`src/rtl/ddr3_burst_arbiter_pkg.sv`:
```
// ----------------------------------------------------------------------------
// ddr_arb_pkg
// Shared types and constants for the DDR3 burst arbiter:
//   state_t : arbiter FSM states
//   grant_t : which requester was served most recently
//   CMD_WR / CMD_RD : DDR3 user-port command encodings
// ----------------------------------------------------------------------------
package ddr_arb_pkg;

    typedef enum logic [1:0] {
        ST_IDLE     = 2'd0,
        ST_WR_BURST = 2'd1,
        ST_RD_BURST = 2'd2
    } state_t;

    typedef enum logic {
        GNT_WRITE = 1'b0,
        GNT_READ  = 1'b1
    } grant_t;

    localparam logic [2:0] CMD_WR = 3'd0;
    localparam logic [2:0] CMD_RD = 3'd1;

endpackage

```
`src/rtl/ddr3_burst_arbiter_if.sv`:
```
// ----------------------------------------------------------------------------
// ddr3_burst_arbiter_if
// DDR3 IP user-port bundle between the arbiter and the memory interface top.
//   master : arbiter side (drives commands and write data)
//   slave  : memory-interface side (drives readies and read data)
// Signals: app_rdy, app_wdf_rdy, app_rd_data_valid, app_rd_data,
//          app_en, app_cmd, app_addr, app_wdf_wren, app_wdf_end, app_wdf_data
// ----------------------------------------------------------------------------
interface ddr3_burst_arbiter_if #(
    parameter int ADDR_W = 29,
    parameter int DATA_W = 256
);
    logic              app_rdy;
    logic              app_wdf_rdy;
    logic              app_rd_data_valid;
    logic [DATA_W-1:0] app_rd_data;

    logic              app_en;
    logic [2:0]        app_cmd;
    logic [ADDR_W-1:0] app_addr;
    logic              app_wdf_wren;
    logic              app_wdf_end;
    logic [DATA_W-1:0] app_wdf_data;

    modport master (
        input  app_rdy, app_wdf_rdy, app_rd_data_valid, app_rd_data,
        output app_en, app_cmd, app_addr, app_wdf_wren, app_wdf_end, app_wdf_data
    );

    modport slave (
        output app_rdy, app_wdf_rdy, app_rd_data_valid, app_rd_data,
        input  app_en, app_cmd, app_addr, app_wdf_wren, app_wdf_end, app_wdf_data
    );
endinterface

```
`src/rtl/ddr3_burst_arbiter_addr_gen.sv`:
```
// ----------------------------------------------------------------------------
// ddr_addr_gen
// Per-port wrapping address pointer with deferred rewind.
//   clk, rst_n          : clock, synchronous active-low reset
//   addr_min, addr_max  : live region bounds, region is [min, max)
//   load                : rewind request (one-cycle pulse)
//   active              : this port currently owns the burst
//   accept              : a command of this port was accepted this cycle
//   last                : the accept (if any) is the final one of the burst
//   ptr                 : current pointer
// ----------------------------------------------------------------------------
module ddr_addr_gen
    import ddr_arb_pkg::*;
#(
    parameter int ADDR_W    = 29,
    parameter int ADDR_STEP = 8
) (
    input  logic              clk,
    input  logic              rst_n,
    input  logic [ADDR_W-1:0] addr_min,
    input  logic [ADDR_W-1:0] addr_max,
    input  logic              load,
    input  logic              active,
    input  logic              accept,
    input  logic              last,
    output logic [ADDR_W-1:0] ptr
);

    localparam logic [ADDR_W:0] STEP_EXT = (ADDR_W+1)'(ADDR_STEP);

    logic [ADDR_W-1:0] min_q;
    logic [ADDR_W-1:0] max_q;
    logic              load_pend;
    logic [ADDR_W:0]   sum;
    logic [ADDR_W-1:0] next_ptr;

    // One extra bit so a pointer near the top of the address space cannot
    // overflow past max and escape the wrap test.
    always_comb begin
        sum = {1'b0, ptr} + STEP_EXT;
        if (sum >= {1'b0, max_q}) begin
            next_ptr = min_q;
        end else begin
            next_ptr = sum[ADDR_W-1:0];
        end
    end

    always_ff @(posedge clk) begin
        if (!rst_n) begin
            ptr       <= addr_min;
            min_q     <= addr_min;
            max_q     <= addr_max;
            load_pend <= 1'b0;
        end else begin
            // Bounds track the inputs while idle, so the values present on
            // the grant edge are the ones frozen for the burst.
            if (!active) begin
                min_q <= addr_min;
                max_q <= addr_max;
            end

            if (!active) begin
                load_pend <= 1'b0;
                if (load) begin
                    ptr <= addr_min;
                end
            end else if (accept && last) begin
                // Leaving the burst: an outstanding or simultaneous rewind
                // takes precedence over the final increment.
                load_pend <= 1'b0;
                ptr       <= (load || load_pend) ? addr_min : next_ptr;
            end else begin
                if (load) begin
                    load_pend <= 1'b1;
                end
                if (accept) begin
                    ptr <= next_ptr;
                end
            end
        end
    end

endmodule

```
`src/rtl/ddr3_burst_arbiter.sv`:
```
// ----------------------------------------------------------------------------
// ddr3_burst_arbiter
// Shares the single DDR3 user port between a write FIFO (show-ahead) and a
// read FIFO. Issues bursts of single-beat commands with per-port wrapping
// addresses and never issues a read without room for its data.
//
// Ports:
//   ui_clk, rst_n                 : clock, synchronous active-low reset
//   init_calib_complete           : no grant while low
//   wr_load, rd_load              : rewind that port's pointer to its min
//   app_addr_{wr,rd}_{min,max}    : address regions [min, max)
//   wr_bust_len, rd_bust_len      : commands per burst, 0 disables the port
//   wr_level, wr_fifo_dout        : write FIFO fill level and head word
//   wr_fifo_rden                  : write FIFO pop
//   rd_space                      : free words in the read FIFO
//   rd_fifo_wren, rd_fifo_din     : registered read-data push
//   busy                          : FSM not idle
//   app                           : DDR3 user port (master modport)
//
// Build option: define DDR_ARB_WR_PRIORITY_EN to make write win every tie;
// otherwise ties alternate round-robin.
// ----------------------------------------------------------------------------
module ddr3_burst_arbiter
    import ddr_arb_pkg::*;
#(
    parameter int ADDR_W    = 29,
    parameter int DATA_W    = 256,
    parameter int LVL_W     = 10,
    parameter int ADDR_STEP = 8
) (
    input  logic              ui_clk,
    input  logic              rst_n,
    input  logic              init_calib_complete,
    input  logic              wr_load,
    input  logic              rd_load,
    input  logic [ADDR_W-1:0] app_addr_wr_min,
    input  logic [ADDR_W-1:0] app_addr_wr_max,
    input  logic [ADDR_W-1:0] app_addr_rd_min,
    input  logic [ADDR_W-1:0] app_addr_rd_max,
    input  logic [7:0]        wr_bust_len,
    input  logic [7:0]        rd_bust_len,
    input  logic [LVL_W-1:0]  wr_level,
    input  logic [DATA_W-1:0] wr_fifo_dout,
    output logic              wr_fifo_rden,
    input  logic [LVL_W-1:0]  rd_space,
    output logic              rd_fifo_wren,
    output logic [DATA_W-1:0] rd_fifo_din,
    output logic              busy,
    ddr3_burst_arbiter_if.master app
);

    localparam int               CW       = LVL_W + 2;
    localparam logic [LVL_W:0]   PEND_MAX = '1;

    state_t            state;
    state_t            state_nxt;
    logic [7:0]        len_q;
    logic [7:0]        cnt;
    logic [LVL_W:0]    rd_pend;
    logic              wr_elig;
    logic              rd_elig;
    logic              wr_accept;
    logic              rd_accept;
    logic              burst_last;
    logic [ADDR_W-1:0] wr_ptr;
    logic [ADDR_W-1:0] rd_ptr;

`ifndef DDR_ARB_WR_PRIORITY_EN
    grant_t            last_grant;
`endif

    // Reads also reserve room for data already requested but not returned.
    assign wr_elig = (wr_bust_len != 8'd0) && (CW'(wr_level) >= CW'(wr_bust_len));
    assign rd_elig = (rd_bust_len != 8'd0) &&
                     (CW'(rd_space) >= (CW'(rd_bust_len) + CW'(rd_pend)));

    assign wr_accept  = (state == ST_WR_BURST) && app.app_rdy && app.app_wdf_rdy;
    assign rd_accept  = (state == ST_RD_BURST) && app.app_rdy;
    assign burst_last = (cnt == (len_q - 8'd1));

    // State register
    always_ff @(posedge ui_clk) begin
        if (!rst_n) begin
            state <= ST_IDLE;
        end else begin
            state <= state_nxt;
        end
    end

    // Next-state logic
    always_comb begin
        state_nxt = state;
        unique case (state)
            ST_IDLE: begin
                if (init_calib_complete) begin
                    if (wr_elig && rd_elig) begin
`ifdef DDR_ARB_WR_PRIORITY_EN
                        state_nxt = ST_WR_BURST;
`else
                        state_nxt = (last_grant == GNT_READ) ? ST_WR_BURST : ST_RD_BURST;
`endif
                    end else if (wr_elig) begin
                        state_nxt = ST_WR_BURST;
                    end else if (rd_elig) begin
                        state_nxt = ST_RD_BURST;
                    end
                end
            end
            ST_WR_BURST: begin
                if (wr_accept && burst_last) begin
                    state_nxt = ST_IDLE;
                end
            end
            ST_RD_BURST: begin
                if (rd_accept && burst_last) begin
                    state_nxt = ST_IDLE;
                end
            end
            default: state_nxt = ST_IDLE;
        endcase
    end

    // Output logic: every strobe is qualified by the accept condition so
    // app_en never rises on a cycle the memory does not take the command.
    always_comb begin
        app.app_en       = wr_accept || rd_accept;
        app.app_cmd      = (state == ST_RD_BURST) ? CMD_RD : CMD_WR;
        app.app_addr     = (state == ST_RD_BURST) ? rd_ptr : wr_ptr;
        app.app_wdf_wren = wr_accept;
        app.app_wdf_end  = wr_accept;
        app.app_wdf_data = wr_fifo_dout;
        wr_fifo_rden     = wr_accept;
        busy             = (state != ST_IDLE);
    end

    // Burst length is frozen at grant; the counter runs only inside a burst.
    always_ff @(posedge ui_clk) begin
        if (!rst_n) begin
            cnt   <= 8'd0;
            len_q <= 8'd0;
        end else if (state == ST_IDLE) begin
            cnt <= 8'd0;
            if (state_nxt == ST_WR_BURST) begin
                len_q <= wr_bust_len;
            end else if (state_nxt == ST_RD_BURST) begin
                len_q <= rd_bust_len;
            end
        end else if (wr_accept || rd_accept) begin
            cnt <= cnt + 8'd1;
        end
    end

`ifndef DDR_ARB_WR_PRIORITY_EN
    always_ff @(posedge ui_clk) begin
        if (!rst_n) begin
            last_grant <= GNT_READ;
        end else if (state == ST_IDLE) begin
            if (state_nxt == ST_WR_BURST) begin
                last_grant <= GNT_WRITE;
            end else if (state_nxt == ST_RD_BURST) begin
                last_grant <= GNT_READ;
            end
        end
    end
`endif

    // Outstanding reads; saturates at both ends so a return after reset
    // (pend already 0) cannot underflow.
    always_ff @(posedge ui_clk) begin
        if (!rst_n) begin
            rd_pend <= '0;
        end else begin
            unique case ({rd_accept, app.app_rd_data_valid})
                2'b10: if (rd_pend != PEND_MAX) rd_pend <= rd_pend + 1'b1;
                2'b01: if (rd_pend != '0)       rd_pend <= rd_pend - 1'b1;
                default: rd_pend <= rd_pend;
            endcase
        end
    end

    // Read data forwarding, one cycle behind the user port
    always_ff @(posedge ui_clk) begin
        if (!rst_n) begin
            rd_fifo_wren <= 1'b0;
            rd_fifo_din  <= '0;
        end else begin
            rd_fifo_wren <= app.app_rd_data_valid;
            rd_fifo_din  <= app.app_rd_data;
        end
    end

    ddr_addr_gen #(
        .ADDR_W    (ADDR_W),
        .ADDR_STEP (ADDR_STEP)
    ) u_wr_addr (
        .clk      (ui_clk),
        .rst_n    (rst_n),
        .addr_min (app_addr_wr_min),
        .addr_max (app_addr_wr_max),
        .load     (wr_load),
        .active   (state == ST_WR_BURST),
        .accept   (wr_accept),
        .last     (burst_last),
        .ptr      (wr_ptr)
    );

    ddr_addr_gen #(
        .ADDR_W    (ADDR_W),
        .ADDR_STEP (ADDR_STEP)
    ) u_rd_addr (
        .clk      (ui_clk),
        .rst_n    (rst_n),
        .addr_min (app_addr_rd_min),
        .addr_max (app_addr_rd_max),
        .load     (rd_load),
        .active   (state == ST_RD_BURST),
        .accept   (rd_accept),
        .last     (burst_last),
        .ptr      (rd_ptr)
    );

endmodule
```
`src/flat_wrapper.sv`:
```
// flat-port wrapper written by rule: the top's interface ports become plain ports
module ddr3_burst_arbiter_flat import ddr_arb_pkg::*;
#(
    parameter int ADDR_W    = 29,
    parameter int DATA_W    = 256,
    parameter int LVL_W     = 10,
    parameter int ADDR_STEP = 8
)
  (ui_clk, rst_n, init_calib_complete, wr_load, rd_load, app_addr_wr_min, app_addr_wr_max, app_addr_rd_min, app_addr_rd_max, wr_bust_len, rd_bust_len, wr_level, wr_fifo_dout, wr_fifo_rden, rd_space, rd_fifo_wren, rd_fifo_din, busy, app_app_rdy, app_app_wdf_rdy, app_app_rd_data_valid, app_app_rd_data, app_app_en, app_app_cmd, app_app_addr, app_app_wdf_wren, app_app_wdf_end, app_app_wdf_data);
  ddr3_burst_arbiter_if #(.ADDR_W(ADDR_W), .DATA_W(DATA_W)) app_i ();
  input  logic ui_clk;
  input  logic rst_n;
  input  logic init_calib_complete;
  input  logic wr_load;
  input  logic rd_load;
  input  logic [ADDR_W-1:0] app_addr_wr_min;
  input  logic [ADDR_W-1:0] app_addr_wr_max;
  input  logic [ADDR_W-1:0] app_addr_rd_min;
  input  logic [ADDR_W-1:0] app_addr_rd_max;
  input  logic [7:0] wr_bust_len;
  input  logic [7:0] rd_bust_len;
  input  logic [LVL_W-1:0] wr_level;
  input  logic [DATA_W-1:0] wr_fifo_dout;
  output logic wr_fifo_rden;
  input  logic [LVL_W-1:0] rd_space;
  output logic rd_fifo_wren;
  output logic [DATA_W-1:0] rd_fifo_din;
  output logic busy;
  input wire logic [$bits(app_i.app_rdy)-1:0] app_app_rdy;
  input wire logic [$bits(app_i.app_wdf_rdy)-1:0] app_app_wdf_rdy;
  input wire logic [$bits(app_i.app_rd_data_valid)-1:0] app_app_rd_data_valid;
  input wire logic [$bits(app_i.app_rd_data)-1:0] app_app_rd_data;
  output wire logic [$bits(app_i.app_en)-1:0] app_app_en;
  output wire logic [$bits(app_i.app_cmd)-1:0] app_app_cmd;
  output wire logic [$bits(app_i.app_addr)-1:0] app_app_addr;
  output wire logic [$bits(app_i.app_wdf_wren)-1:0] app_app_wdf_wren;
  output wire logic [$bits(app_i.app_wdf_end)-1:0] app_app_wdf_end;
  output wire logic [$bits(app_i.app_wdf_data)-1:0] app_app_wdf_data;
  assign app_i.app_rdy = app_app_rdy;
  assign app_i.app_wdf_rdy = app_app_wdf_rdy;
  assign app_i.app_rd_data_valid = app_app_rd_data_valid;
  assign app_i.app_rd_data = app_app_rd_data;
  assign app_app_en = app_i.app_en;
  assign app_app_cmd = app_i.app_cmd;
  assign app_app_addr = app_i.app_addr;
  assign app_app_wdf_wren = app_i.app_wdf_wren;
  assign app_app_wdf_end = app_i.app_wdf_end;
  assign app_app_wdf_data = app_i.app_wdf_data;
  ddr3_burst_arbiter #(.ADDR_W(ADDR_W), .DATA_W(DATA_W), .LVL_W(LVL_W), .ADDR_STEP(ADDR_STEP)) u_core (.ui_clk(ui_clk), .rst_n(rst_n), .init_calib_complete(init_calib_complete), .wr_load(wr_load), .rd_load(rd_load), .app_addr_wr_min(app_addr_wr_min), .app_addr_wr_max(app_addr_wr_max), .app_addr_rd_min(app_addr_rd_min), .app_addr_rd_max(app_addr_rd_max), .wr_bust_len(wr_bust_len), .rd_bust_len(rd_bust_len), .wr_level(wr_level), .wr_fifo_dout(wr_fifo_dout), .wr_fifo_rden(wr_fifo_rden), .rd_space(rd_space), .rd_fifo_wren(rd_fifo_wren), .rd_fifo_din(rd_fifo_din), .busy(busy), .app(app_i));
endmodule
```
`config.mk`:
```
export PLATFORM = sky130hd
export DESIGN_NAME = ddr3_burst_arbiter_flat
export DESIGN_NICKNAME = d
export VERILOG_FILES = /design/src/rtl/ddr3_burst_arbiter_pkg.sv /design/src/rtl/ddr3_burst_arbiter_if.sv /design/src/rtl/ddr3_burst_arbiter_addr_gen.sv /design/src/rtl/ddr3_burst_arbiter.sv /design/src/flat_wrapper.sv
export SDC_FILE = /design/constraint.sdc
export NUM_CORES = 1
export LEC_CHECK = 0
export BUFFER_PORTS_ARGS = -buffer_cell sky130_fd_sc_hd__buf_2
export CORE_AREA = 2 2 482 484
export CTS_BUF_LIST = sky130_fd_sc_hd__clkbuf_4 sky130_fd_sc_hd__clkbuf_8 sky130_fd_sc_hd__clkbuf_16
export DETAILED_ROUTE_END_ITERATION = 10
export DIE_AREA = 0 0 484 486
export GPL_TIMING_DRIVEN = 0
export PLACE_DENSITY = 0.35
export SYNTH_ARGS = -nofsm -noshare
export SYNTH_HDL_FRONTEND = slang
export SYNTH_SLANG_ARGS = --single-unit
```
`constraint.sdc`:
```
create_clock -name ui_clk -period 7.1 [get_ports ui_clk]
set_clock_uncertainty 0.1 [all_clocks]
set_input_delay 0.71 -clock ui_clk [delete_from_list [all_inputs] [get_ports ui_clk]]
set_output_delay 0.71 -clock ui_clk [all_outputs]
set_load 0.01 [all_outputs]
```
Word-level counts from Yosys, hierarchy flattened
Cells that the tools add are included.
{"block": "word_totals", "register_bits": 463, "latchBits": 0, "mem_bits_rw": 0, "romBits": 0, "inputBits": 672, "wordCells": 109, "n_memories": 0}
{"block": "classes", "add_sub_neg": 7, "mul": 0, "div_mod_pow": 0, "magnitude_cmp": 4, "eq_ne": 16, "shifts": 0, "n_mux": 39, "n_bitwise": 3, "n_reduce_logical": 25}
{"op": "two-way mux 29 bit", "n": 23}
{"op": "adder 29 x 4 -> 30 bit (second input constant)", "n": 2}
{"op": "greater-or-equal comparator 30 x 29 -> 1 bit", "n": 2}
{"op": "two-way mux 11 bit", "n": 2}
{"op": "one-hot mux 11 bit (2 select lines)", "n": 1}
{"op": "two-way mux 8 bit", "n": 2}
{"op": "nonzero test 8 bit", "n": 2}
{"op": "two-way mux 2 bit", "n": 7}
{"op": "adder 8 x 11 -> 12 bit", "n": 1}
{"op": "greater-or-equal comparator 10 x 12 -> 1 bit", "n": 1}
{"op": "adder 11 x 1 -> 11 bit (second input constant)", "n": 1}
{"op": "!= test 11 bit (second input constant)", "n": 1}
{"op": "nonzero test 11 bit", "n": 1}
{"op": "subtractor 11 x 1 -> 11 bit (second input constant)", "n": 1}
{"op": "greater-or-equal comparator 10 x 8 -> 1 bit", "n": 1}
{"op": "adder 8 x 1 -> 8 bit (second input constant)", "n": 1}
{"op": "equality test 8 bit", "n": 1}
{"op": "logical AND 1 bit", "n": 8}
{"op": "!= test 4 x 2 -> 1 bit (second input constant)", "n": 2}
{"op": "subtractor 8 x 1 -> 8 bit (second input constant)", "n": 1}
{"op": "equality test 2 x 1 -> 1 bit (second input constant)", "n": 3}
{"op": "equality test 2 bit (second input constant)", "n": 3}
{"op": "!= test 3 x 1 -> 1 bit (second input constant)", "n": 2}
{"op": "one-hot mux 2 bit (3 select lines)", "n": 1}
{"op": "other kinds (11)", "n": 24}

Longest topological paths before layout
{"block": "depth", "word_depth": 11, "depth_mapped": 19, "depth_no_buf": 18}

Hierarchy
From an unflattened synthesis, not the netlist that was laid out.
{"block": "unflattened", "cells_unflattened": 1910, "hier_area_um2": 21101.5}
{"module": "ddr3_burst_arbiter", "instances": 1, "cells_each": 1188, "area_each_um2": 12067.8}
{"module": "ddr_addr_gen", "instances": 2, "cells_each": 361, "area_each_um2": 4516.8}

Worst setup path before layout
OpenSTA, ideal clock, no wires.
{"block": "synth_timing", "path_type": "input to register", "start": "input port rd_bust_len[1]", "end": "register u_core.last_grant", "setup_ns": 0.129, "arrival_time_ns": 4.102, "required_ns": 6.871, "path_slack_ns": 2.768, "cell_stages": 18, "path_buffers": 1, "path_cell_list": "ha_1 > a211oi_1 > nor2_1 > o31ai_1 > nand2b_1 > a21oi_1 > xor2_1 > ha_1 > a2111oi_0 > o21ai_0 > o2111a_1 > a21oi_1 > ha_1 > nor2_1 > clkbuf_1 > nand2_1 > o21ai_0 > nand2_1"}
{"block": "synth_via", "elab_chain_cells": 11}
{"item": "start: declaration", "line_no": "flat_wrapper.sv:21", "text": "input logic [7:0] rd_bust_len;"}
{"item": "adder 8 x 11 -> 12 bit", "line_no": "ddr3_burst_arbiter.sv:75", "text": "(CW'(rd_space) >= (CW'(rd_bust_len) + CW'(rd_pend)));"}
{"item": "greater-or-equal comparator 10 x 12 -> 1 bit", "line_no": "ddr3_burst_arbiter.sv:75"}
{"item": "logical AND 1 bit *", "line_no": "ddr3_burst_arbiter.sv:74", "text": "assign rd_elig = (rd_bust_len != 8'd0) &&"}
{"item": "two-way mux 2 bit", "line_no": "ddr3_burst_arbiter.sv:104", "text": "end else if (rd_elig) begin"}
{"item": "two-way mux 2 bit", "line_no": "ddr3_burst_arbiter.sv:102", "text": "end else if (wr_elig) begin"}
{"item": "two-way mux 2 bit *", "line_no": "ddr3_burst_arbiter.sv:96", "text": "if (wr_elig && rd_elig) begin"}
{"item": "two-way mux 2 bit *", "line_no": "ddr3_burst_arbiter.sv:95", "text": "if (init_calib_complete) begin"}
{"item": "one-hot mux 2 bit (3 select lines) *", "line_no": "ddr3_burst_arbiter.sv:93", "text": "unique case (state)"}
{"item": "equality test 2 bit / equality test 2 x 1 -> 1 bit (equally long branches)", "line_no": "ddr3_burst_arbiter.sv:160, ddr3_burst_arbiter.sv:158"}
{"item": "nonzero test 2 bit (no line)"}
{"item": "AND reduction 2 bit (no line)"}
{"item": "end signal: assignment", "line_no": "ddr3_burst_arbiter.sv:156", "text": "last_grant <= GNT_READ;"}
{"item": "end signal: assignment", "line_no": "ddr3_burst_arbiter.sv:159", "text": "last_grant <= GNT_WRITE;"}
{"item": "end signal: assignment", "line_no": "ddr3_burst_arbiter.sv:161", "text": "last_grant <= GNT_READ;"}
{"item": "end: declaration", "line_no": "ddr3_burst_arbiter.sv:69", "text": "grant_t last_grant;"}
Every way passes the cells marked *; elsewhere a longest branch is shown, timed or not.
A chain may end at the register's enable or synchronous reset.

Worst setup path in the final report
{"block": "layout_timing", "start": "register u_core.rd_pend[1]", "end": "register u_core.last_grant"}
{"block": "layout_via", "elab_chain_cells": 11}
{"item": "start: declaration", "line_no": "ddr3_burst_arbiter.sv:59", "text": "logic [LVL_W:0] rd_pend;"}
{"item": "start signal: assignment", "line_no": "ddr3_burst_arbiter.sv:174", "text": "2'b10: if (rd_pend != PEND_MAX) rd_pend <= rd_pend + 1'b1;"}
{"item": "start signal: assignment", "line_no": "ddr3_burst_arbiter.sv:175", "text": "2'b01: if (rd_pend != '0) rd_pend <= rd_pend - 1'b1;"}
{"item": "start signal: assignment", "line_no": "ddr3_burst_arbiter.sv:176", "text": "default: rd_pend <= rd_pend;"}
{"item": "adder 8 x 11 -> 12 bit *", "line_no": "ddr3_burst_arbiter.sv:75"}
{"item": "greater-or-equal comparator 10 x 12 -> 1 bit *", "line_no": "ddr3_burst_arbiter.sv:75"}
{"item": "logical AND 1 bit *", "line_no": "ddr3_burst_arbiter.sv:74"}
{"item": "two-way mux 2 bit", "line_no": "ddr3_burst_arbiter.sv:104"}
{"item": "two-way mux 2 bit", "line_no": "ddr3_burst_arbiter.sv:102"}
{"item": "two-way mux 2 bit *", "line_no": "ddr3_burst_arbiter.sv:96"}
{"item": "two-way mux 2 bit *", "line_no": "ddr3_burst_arbiter.sv:95"}
{"item": "one-hot mux 2 bit (3 select lines) *", "line_no": "ddr3_burst_arbiter.sv:93"}
{"item": "equality test 2 bit / equality test 2 x 1 -> 1 bit (equally long branches)", "line_no": "ddr3_burst_arbiter.sv:160, ddr3_burst_arbiter.sv:158"}
{"item": "nonzero test 2 bit (no line)"}
{"item": "AND reduction 2 bit (no line)"}
Marked as above.

==> results by group <==
Drt
  • Via/cell ratio: 3.05
  • Pre-Repair DR Iteration Count: 5
  • DRT iter0 DRCs: 944
  • Drt wl/cell: 23.8 um
  • Final ANT Viol Nets: 0
  • Via count: 18559
  • WL final: 145 mm
  • # DRC: 0

Placed design
  • Placed wire-length estimate: 126 mm
  • DP Worst Slack: 1.81 ns
  • Dpl cells: 5964
  • Port bufs: 962
  • Post-DP Area: 29700 um^2
  • Routability congestion estimate: 1.07

Power
  • Total Power: 8.53 mW
  • VDD IR max: 0.167 mV
  • P_leak: 14.7 nW
  • PD cells: 267 nW/um^2

Timing
  • Worst hold margin: 0.128 ns
  • Slew headroom: 22.9%
  • Total negative setup slack: 0 ns
  • Tmin final: 4.94 ns
  • Max Transition Viols Final: 0
  • Worst-margin pin slew: 1.15 ns
  • Max Freq: 202 MHz
  • RSZ-0062 raised after global routing: no
  • Final hold vios: 0
  • Crit share post-route: 69.6%
  • Setup-failing EPs final: 0
  • Final WS setup: 2.16 ns

Layout
  • Most frequent cells in the layout: 970 x buf_2, 289 x dfxtp_1, 265 x buf_4
  • Commonest non-fill, non-tap cell in the layout: buf_2
  • Fraction of layout cells with a size suffix above 1: 44.9%
  • Filler Cell Count: 26155
  • Fin util: 13.9%
  • Post-route cell area: 31900 um^2
  • Syn-to-layout area delta: 52.1%
  • Layout Nets: 3781
  • Final std cells w/o fill: 6091
  • Multi-input gate area: 7380 um^2
  • Seq. cell area: 11000 um^2

Setup path
  • Crit path DAT: 5.35 ns
  • Most common cell on crit path: ha_1
  • CP startpoint kind: flip-flop
  • Setup crit end kind: flip-flop
  • Max incr delay on CP: 0.53 ns
  • Worst EP required: 7.50 ns
  • Worst path slowest cell: dfxtp_1
  • Critical path type: reg -> reg
  • Critical path, cell by cell: ha_1, a211oi_1, nor2_1, o31ai_1, nand2b_1, a21oi_1, xor2_1, ha_1, a2111oi_0, o21ai_0, o2111a_1, a21oi_1, ha_1, nor2_1, clkbuf_1, nand2_1, o21ai_0, nand2_1
  • Critical Path Fanout Max: 10

CTS
  • Hold-fix buffers at CTS: 0
  • Post-cts sizing count: 0
  • Later-pin clock latency in the skew report: 0.66 ns
  • Root buffer cell: clkbuf_16
  • Clock sinks: 463
  • H-tree depth: 3
  • Total CTS buffers: 67
  • Post-CTS setup buffer count: 0
  • Clk pin slew, worst setup/hold paths: 0.06 ns
  • Clk buf depth: 3
  • CTS tree: done

Synthesis
  • Post-Synth Simple-Gate Area: 16.5%
  • Mux contribution to synthesized area: 3.29%
  • Synth area leader: dfxtp_1
  • Synth Area in Compound Gates: 5.85%
  • Post-synth top area share: 27.6%
  • #FFs+latches synth: 463
  • Synthesized-area fraction occupied by adder cells: 6.16%
  • Synth Cell Area: 21000 um^2
  • Yosys warns: 0
  • Async SR Flop Fraction: 0%
  • XOR/XNOR Fraction of Synth Area: 3.30%
  • Post-synth EDFFs: 174
  • Main combinational cell family by area after synthesis: simple AND/OR/NAND/NOR gates
  • Top cells by area, synth: dfxtp_1 28%, edfxtp_1 25%, buf_4 9.5%
  • Ys flop type: dfxtp_1
  • Cell count after synthesis: 1970
  • Mean Syn Cell Area: 10.6 um^2
  • Distinct cells, synth: 66
  • Sequential-to-total area share from yosys stat: 52.5%

Die
  • Die height: 486 um
  • # IOs: 1222
  • Core Area: 229000 um^2
  • Die ar.: 235000 um^2
  • Starting Density: 9.14%
  • Cell row count: 176
  • Die width: 484 um

Global routing
  • Vias in the first global route: 18786
  • Largest net degree at the start of global routing: 53
  • Initial antenna violation count: 96
  • GR Util All Layers: 11.8%
  • Total grt overflow: 0
  • First-pass GRT wire length: 183 mm

Run status
  • Outcome: finished clean

Worst hold path
  • HP Class: in -> reg

Run
  • Max Cap Viol: 0
[state kept, by name, indices dropped and copies added, names as in the netlist]
signal                      cells
u_core.u_rd_addr.load_pend      1
u_core.rd_pend                 11
u_core.rd_fifo_wren             1
u_core.state                    2
u_core.u_wr_addr.ptr           29
u_core.u_wr_addr.min_q         29
u_core.last_grant               1
u_core.rd_fifo_din            256
u_core.cnt                      8
u_core.u_wr_addr.max_q         29
u_core.u_rd_addr.max_q         29
u_core.u_rd_addr.ptr           29
u_core.len_q                    8
u_core.u_rd_addr.min_q         29
u_core.u_wr_addr.load_pend      1
[worst max-delay path, delay by kind of cell (launching register included)]
family          cells  cell delay [ns]
buf+inv             1             0.43
xor+xnor            1             0.17
flops               1             0.53
compound gates      8             1.92
simple gates        5             0.77
fa+ha+maj           3             0.85
[logic make-up (layout without fill, tap and decap cells)]
group                    count (synthesis)  in the layout
AND/OR/NAND/NOR                        642            642
flip-flops                             463            463
buffers and inverters                  420           1506
AO/OA/AOI/OAI                          194            194
adder cells (fa/ha/maj)                102            102
XOR/XNOR                                79             79
multiplexers                            69             69
other                                    1             10
[report_power, final]
part           switching (mW)  internal [mW]
sequential              0.166           3.01
combinational            1.16          0.799
clock                    1.40           2.01
total                    2.72           5.81
[synth_stat cells (all sizes together), types with 31 or more instances]
library cell and count:
dfxtp 289, buf 277, and2 260, nand2 196, edfxtp 174, ha 100
inv 90, o21ai 86, mux2i 69, clkbuf 53, xnor2 47, nor2 42
nand3 36, xor2 32, a21oi 31
[area by class of cell]
class                           instances  share of cell area (%)
Sequential cell                       463                    34.5
Multi-Input combinational cell       1088                    23.1
Timing Repair Buffer                  967                    15.4
Tap cell                             3026                    11.9
Buffer                                330                    7.11
Clock buffer                           95                    6.14
Inverter                               90                    1.06
Clock inverter                         24                   0.682
Antenna cell                            8                  0.0627
[layer usage]
metal / GRT usage (%) / share of wire [%]
met1: 13.3 / 39
met2: 19.0 / 46
met3: 6.44 / 12
met4: 3.48 / 2.9
met5: 0 / 0.084
[path summary, 6_finish.rpt]
check                                    startpoint                         end  slack [ns]  cells after the start
worst min-delay path            app_addr_rd_max[13]  u_core.u_rd_addr.max_q[13]        0.13                      1
worst max-delay path              u_core.rd_pend[1]           u_core.last_grant        2.16                     18
worst max register to register    u_core.rd_pend[1]           u_core.last_grant        2.16                     18
worst min register to register        u_core.cnt[1]               u_core.cnt[1]        0.42                      2
Power figures use the tool's default switching activity.
